$ cat src/rtl/fp_mult_pkg.sv
// Shared constants and FSM state type for the single-precision mantissa multiply path.
package fp_mult_pkg;

    localparam int MANT_W = 24;
    localparam int PROD_W = 2 * MANT_W;
    localparam int CNT_W  = $clog2(MANT_W);

    typedef enum logic [1:0] {
        IDLE = 2'd0,
        MUL  = 2'd1,
        NORM = 2'd2,
        DONE = 2'd3
    } state_t;

endpackage

$ cat src/rtl/mant_norm.sv
// Normalizes a raw 48-bit significand product: drops the hidden bit, flags a product >= 2.0.
// Latency: combinational, zero cycles.
// Backpressure: none; pure function of its input.
module mant_norm
    import fp_mult_pkg::*;
(
    input  logic [PROD_W-1:0] raw,
    output logic [PROD_W-1:0] product,
    output logic              exp_inc
);

    // Shifting left keeps every low bit, so the downstream sticky OR stays exact.
    always_comb begin
        if (raw[PROD_W-1]) begin
            product = {raw[PROD_W-2:0], 1'b0};
            exp_inc = 1'b1;
        end else begin
            product = {raw[PROD_W-3:0], 2'b00};
            exp_inc = 1'b0;
        end
    end

endmodule

$ cat src/rtl/mant_mult_seq.sv
// Sequential 24x24 shift-add significand multiplier with normalization, one multiplier bit per cycle.
// Latency: result valid 25 cycles after accept (1 cycle for a zero operand when MANT_MULT_EARLY_ZERO_EN is defined).
// Backpressure: result held in DONE until out_ready_i; no new operands accepted meanwhile.
module mant_mult_seq
    import fp_mult_pkg::*;
(
    input  logic              clk,
    input  logic              rst_n,
    input  logic              in_valid_i,
    output logic              in_ready_o,
    input  logic [MANT_W-1:0] a_i,
    input  logic [MANT_W-1:0] b_i,
    output logic              out_valid_o,
    input  logic              out_ready_i,
    output logic [PROD_W-1:0] product_o,
    output logic              exp_inc_o
);

    state_t            state, state_nxt;
    logic [CNT_W-1:0]  cnt;
    logic [PROD_W-1:0] a_sh;
    logic [MANT_W-1:0] b_sh;
    logic [PROD_W-1:0] acc;
    logic [PROD_W-1:0] norm_prod;
    logic              norm_inc;
    logic              accept;
    logic              zero_skip;

    assign in_ready_o  = (state == IDLE);
    assign out_valid_o = (state == DONE);
    assign accept      = in_valid_i & in_ready_o;

`ifdef MANT_MULT_EARLY_ZERO_EN
    assign zero_skip = (a_i == '0) || (b_i == '0);
`else
    assign zero_skip = 1'b0;
`endif

    always_comb begin
        state_nxt = state;
        case (state)
            IDLE:    if (accept) state_nxt = zero_skip ? NORM : MUL;
            MUL:     if (cnt == CNT_W'(MANT_W - 1)) state_nxt = NORM;
            NORM:    state_nxt = DONE;
            DONE:    if (out_ready_i) state_nxt = IDLE;
            default: state_nxt = IDLE;
        endcase
    end

    mant_norm u_norm (
        .raw     (acc),
        .product (norm_prod),
        .exp_inc (norm_inc)
    );

    always_ff @(posedge clk or negedge rst_n) begin
        if (!rst_n) begin
            state     <= IDLE;
            cnt       <= '0;
            a_sh      <= '0;
            b_sh      <= '0;
            acc       <= '0;
            product_o <= '0;
            exp_inc_o <= 1'b0;
        end else begin
            state <= state_nxt;
            case (state)
                IDLE: begin
                    if (accept) begin
                        a_sh <= {{MANT_W{1'b0}}, a_i};
                        b_sh <= b_i;
                        acc  <= '0;
                        cnt  <= '0;
                    end
                end
                // a_sh holds A*2^cnt; b_sh[0] is multiplier bit cnt.
                MUL: begin
                    if (b_sh[0]) acc <= acc + a_sh;
                    a_sh <= a_sh << 1;
                    b_sh <= b_sh >> 1;
                    cnt  <= cnt + 1'b1;
                end
                NORM: begin
                    product_o <= norm_prod;
                    exp_inc_o <= norm_inc;
                end
                default: ;
            endcase
        end
    end

endmodule
$ cat config.mk
export PLATFORM = sky130hd
export DESIGN_NAME = mant_mult_seq
export DESIGN_NICKNAME = d
export VERILOG_FILES = /design/src/rtl/fp_mult_pkg.sv /design/src/rtl/mant_norm.sv /design/src/rtl/mant_mult_seq.sv
export SDC_FILE = /design/constraint.sdc
export NUM_CORES = 1
export LEC_CHECK = 0
export ABC_AREA = 1
export CAP_MARGIN = 10
export CORE_ASPECT_RATIO = 2
export CORE_UTILIZATION = 25
export CTS_CLUSTER_SIZE = 8
export DETAILED_ROUTE_END_ITERATION = 16
export PLACE_DENSITY = 0.39
export RECOVER_POWER = 25
export SYNTH_ARGS = -nofsm -noshare
export SYNTH_HDL_FRONTEND = slang
export SYNTH_SLANG_ARGS = --single-unit
$ cat constraint.sdc
create_clock -name clk -period 2.4 [get_ports clk]
set_input_delay 0.6 -clock clk [delete_from_list [all_inputs] [get_ports clk]]
set_output_delay 0.6 -clock clk [all_outputs]
set_load 0.05 [all_outputs]
; ---- Yosys cells after proc, flatten, opt, wreduce, memory -nomap -nowiden
; Cells that the tools add are included.
[totals]
word_cells = 38
register_bits = 176
inputBits = 52
output_inout_bits = 51
[op_classes]
n_reduce_logical = 5
add_sub_neg = 2
n_eq_ne = 8
n_bitwise = 1
mux = 15
[ops]
columns = op, n
row1 = 48-bit 2-to-1 mux, 4
row2 = 48-bit one-hot mux with 2 select lines, 2
row3 = 48-bit adder, 1
row4 = 24-bit one-hot mux with 2 select lines, 1
row5 = 24-bit 2-to-1 mux, 1
row6 = 5-bit one-hot mux with 2 select lines, 1
row7 = 2-bit one-hot mux with 4 select lines, 1
row8 = 2-bit 2-to-1 mux, 3
row9 = 3-bit AND reduction, 2
row10 = "5-bit by 1-bit adder with 5-bit output, second input constant", 1
row11 = "5-bit == test, second input constant", 1
row12 = 5-bit 2-to-1 mux, 1
row13 = "2-bit == test, second input constant", 2
row14 = "2-bit by 1-bit inequality test with 1-bit output, second input constant", 2
row15 = "2-bit inequality test, second input constant", 2
row16 = "2-bit by 1-bit == test with 1-bit output, second input constant", 1
row17 = 2-bit logical NOT, 1
row18 = 2-bit AND reduction, 1
row19 = 2-bit nonzero test, 1
row20 = 1-bit bitwise AND, 1
row21 = 1-bit 2-to-1 mux, 1

; ---- Depth between registers and ports, before layout
[logic_depth]
depth_word = 4
mapped_depth = 14
ltp_nobuf = 14

; ---- Cells and area by module
; A second synthesis with hierarchy kept.
[unflattened]
cells_unflattened = 1714
hier_area_um2 = 11672.4
[by_module_without_submodules]
columns = mod, instances, cells_each, seq_area_each_um2, area_per_inst_um2
row1 = mant_mult_seq, 1, 1561, 4404.2, 11058.1
row2 = mant_norm, 1, 153, 0.0, 614.3

; ---- Worst setup path before layout
; OpenSTA, ideal clock, no wires.
[synth_timing]
path_type = flip-flop to flip-flop
start = reg state[0]
end = reg acc[4]
setup_time_ns = 0.092
slack_ns = 0.302
t_arrival_ns = 2.006
period_less_slack_ns = 2.098
stages_incl_launch_ff = 14
path_buffers = 1
path_cell_list = dfrtp_1 inv_1 ha_1 inv_2 nor2_2 nor2_8 inv_2 nand2_4 inv_2 a21oi_4 inv_2 buf_2 nand2_1 o31ai_2
[synth_via]
elab_chain_cells = 4
word_cells_on_any_way = 8
cone_classes = 3 x eq/ne / 1 x mux / 1 x bitwise / 3 x reduce/logical
[synth_rtl]
columns = element, line
row1 = "start, declared", mant_mult_seq.sv:19  ; state_t state, state_nxt;
row2 = "start signal, assigned", mant_mult_seq.sv:66  ; state <= state_nxt;
row3 = 2-bit logical NOT *, mant_mult_seq.sv:29  ; assign in_ready_o = (state == IDLE);
row4 = named net in_ready_o, mant_mult_seq.sv:10  ; output logic in_ready_o,
row5 = 1-bit bitwise AND, mant_mult_seq.sv:31  ; assign accept = in_valid_i & in_ready_o;
row6 = 2-bit by 1-bit inequality test with 1-bit output (no line), n/a
row7 = 3-bit AND reduction (no line), n/a
row8 = "end signal, assigned", mant_mult_seq.sv:78  ; if (b_sh[0]) acc <= acc + a_sh;
row9 = "end, declared", mant_mult_seq.sv:23  ; logic [PROD_W-1:0] acc;
; Mark *: on every way through the listed nets, which the timed path passes. The rest lies on a longest branch.
; A chain may end at the register's enable or synchronous reset.

; ---- Worst setup path in the final report
[layout_timing]
start = reg product_o[17]
end = out product_o[17]
[layout_rtl]
columns = element, line
row1 = "start, declared", mant_mult_seq.sv:15  ; output logic [PROD_W-1:0] product_o,
row2 = "start signal, assigned", mant_mult_seq.sv:84  ; product_o <= norm_prod;
; No word-level cell between the ends.

==> impl_metrics.ini <==
[status]
outcome = complete, no violations

[finish]
antenna_cells = 0
drive_gt1_frac = 0.0970
area_growth_pct = 26.3
finalInstanceArea_um2 = 14400
nets = 1990

[timing]
worst_slack_ps = 106
hold_viol = 0
worst_pin_slew_ps = 1160
grt_setup_unrepaired = true
fin_crit_sh = 0.956
finalClockSkew_ps = 19.1
setup_violations = 0
drv_slew = 0
slew_headroom = 0.225
max_freq_ghz = 0.436
period_needed_ps = 2290

[detailed_routing]
drtAntennaViolNets = 0
routedWlPerCell_um = 17.5
vias = 11200
drt_wl_total_um = 42900
drt-pass1-iter-count = 6
viasPerCell = 4.57
drt_iter0_markers = 439
drc = 0

[synth]
synth_top_area_frac = 0.385
postSynthCellCount = 1720
synth.area.top_cells = dfrtp_1, nand2_1, inv_1, nor2_1, ha_1
synth_top_cell_by_area = dfrtp_1
yosysUniqueCellTypes = 39
syn-cell-area_um2 = 11400
syn_area_per_cell_um2 = 6.62
syn_nets = 1825
ys_seq_elements = 175
synth_seq_area_share = 0.385
ys_warn_count = 0

[placement]
pre_cts_slack_ps = -39.8
gp_congestion = 0.928
dpl.hpwl_um = 34600
port_buffers = 101
placed_area_um2 = 13800

[power]
p_seq_frac = 0.258
power_density_nw_per_um2 = 1440
vdd_drop_max_v = 0.00102
p_leak_nw = 7.27
pwr-share-comb = 0.607
p_sw_frac = 0.510
switching_power_mw = 10.5
pwr-share-clk = 0.135
power.internal_mw = 10.1

[setup_path]
crit_fanout = 2
path_buf_inv = 1
regToRegStartpoint = a_sh[8]$_DFFE_PN0P_
cp_cell_sequence = clkdlybuf4s50_1
critPathKind = register to output port
cp-startpoint = product_o[17]$_DFFE_PN0P_
worst_path_largest_cell_delay_ps = 820
cp_top_family = buffers and inverters
cp_slowest_cell = clkdlybuf4s50_1
cp.arrival_ps = 1690
critPathRequiredTime_ps = 1800
endpoint_kind = output port
cp-start-kind = register

[floorplan]
die_area_um2 = 46400
die_x_um = 153
rows = 110
start_util = 0.253
fp.dieH_um = 304
io_pins = 103
core_um2 = 45000

[global_route]
track_usage = 0.192
grt_max_degree = 82
grt_overflow = 0
grt_pass1_wl_um = 66700
grt_pass1_vias = 11800
antenna_found_initial = 0

[clocking]
clk_pin_slew_ps = 70
cts_buffers = 17
clock_tree.htree_level_count = 4
cts_hold_buf = 0
clk_latency_ps = 490
cts_buffer_depth = 2
tritoncts = built
post_cts_buffers = 0
cts_sinks = 175
clock-root-buffer = clkbuf_16

[run]
maxCapViolCount = 0

[hold_path]
hp-class = input pin to asynchronous set/reset pin
-- cells in the final DEF (no fill, tap or decap), types with 3 or more instances in the layout --
cell	Yosys	final
nand2_1	670	665
inv_1	254	254
dfrtp_1	175	174
nor2_1	174	159
clkdlybuf4s50_1	0	98
buf_4	2	92
a31oi_1	83	83
a21oi_1	61	61
nand3_1	60	55
ha_1	52	48
o22ai_1	25	25
o21ai_0	25	23
clkbuf_16	0	17
o21ai_1	14	16
nor2_2	1	14
inv_2	11	11
nand4_1	10	10
o211ai_1	10	10
buf_12	0	9
nor3_1	7	6
clkinvlp_4	0	6
nand2_2	0	5
o21bai_1	4	4
nand3_2	0	4
xnor2_1	4	4
nor4_1	3	3
o31ai_2	3	3
ha_2	0	3
clkinv_2	0	3
-- repair_timing --
action                                  4_1_cts  5_1_grt
endpoints found under the setup margin        3       25
hold endpoints to repair                      0        0
pin swaps                                     0        1
resized for setup                             2       31
-- cells in the mapped netlist (all sizes together) --
master	count
nand2	671
inv	265
nor2	176
dfrtp	175
a31oi	83
a21oi	62
nand3	60
ha	52
o21ai	39
clkbuf	33
o22ai	25
buf	24
nand4	10
o211ai	10
nor3	7
o31ai	5
o21bai	4
xnor2	4
nor4	3
a22o	2
and3	2
a21o	1
a32o	1
and2	1
conb	1
fa	1
nand3b	1
o221ai	1
xor2	1
-- sequential cells by signal (all words and copies together) (netlist names) --
| register | cells |
|---|---|
| a_sh | 48 |
| acc | 48 |
| product_o | 47 |
| b_sh | 24 |
| cnt | 5 |
| state | 2 |
| exp_inc_o | 1 |
-- path summary, 6_finish.rpt --
kind | end | cells after the start | slack (ps)
setup / recovery | product_o[17] | 1 | 110
hold / removal | product_o[44]$_DFFE_PN0P_ | 1 | 340
setup reg to reg | acc[25]$_DFFE_PN0P_ | 11 | 110
hold reg to reg | a_sh[47]$_DFFE_PN0P_ | 2 | 510
max in group asynchronous | a_sh[27]$_DFFE_PN0P_ | 3 | 330
min in group clk | a_sh[47]$_DFFE_PN0P_ | 2 | 510
-- power by group through the flow --
| stage | logic [mW] | registers [mW] | clock network [mW] |
|---|---|---|---|
| after CTS | 12.7 | 5.37 | 2.89 |
| final | 12.6 | 5.33 | 2.79 |
| after detailed placement | 12.7 | 5.41 | 0 |
| after global placement | 12.6 | 5.40 | 0 |
| after global routing | 13.9 | 5.53 | 2.97 |
| after floorplan | 6.45 | 6.50 | 0 |
-- cell type report --
type | instances | area, µm²
repair buffers | 203 | 1880
clock inverters | 13 | 116
fillers | 4986 | 30600
multi-input cells | 1223 | 5880
inverters | 265 | 995
well taps | 560 | 701
clock buffers | 18 | 429
flip-flops and latches | 175 | 4380
-- per-layer routing --
layer  wire [µm]  global-route usage  up-vias  part of all wire
met2       25500               0.403      180              0.59
met1       14700               0.172     5265              0.34
met3         919              0.0245       55             0.021
li1            -                   -     5721                 -
met4        1840              0.0994        0             0.043
met5           0                   0        -                 0
-- per-stage QoR --
stage | power (mW) | util | hold slack, ps | setup TNS, ps | cells
global route | 22.4 | 0.319 | 426 | -11.9 | 2457
floorplan | 12.9 | - | 304 | 0 | 1720
CTS | 21.0 | 0.318 | 41.2 | 0 | 2457
finish | 20.7 | 0.319 | 343 | 0 | 2457
detailed placement | 18.1 | 0.306 | 495 | -49.6 | 2426
global placement | 18.0 | 0.306 | 493 | -48.5 | 2426
-- cell families (layout without fill, tap and decap cells) --
family	count (synthesis)	after routing	share of synthesized area
and+or+nand+nor	931	931	0.320
buffers and inverters	322	499	0.109
other	1	1	0.000329
xor gates and xnor gates	5	5	0.00385
AOI/OAI and AO/OA	233	233	0.122
DFF	175	175	0.385
adders and majority gates	53	53	0.0589
Power figures use the tool's default switching activity.
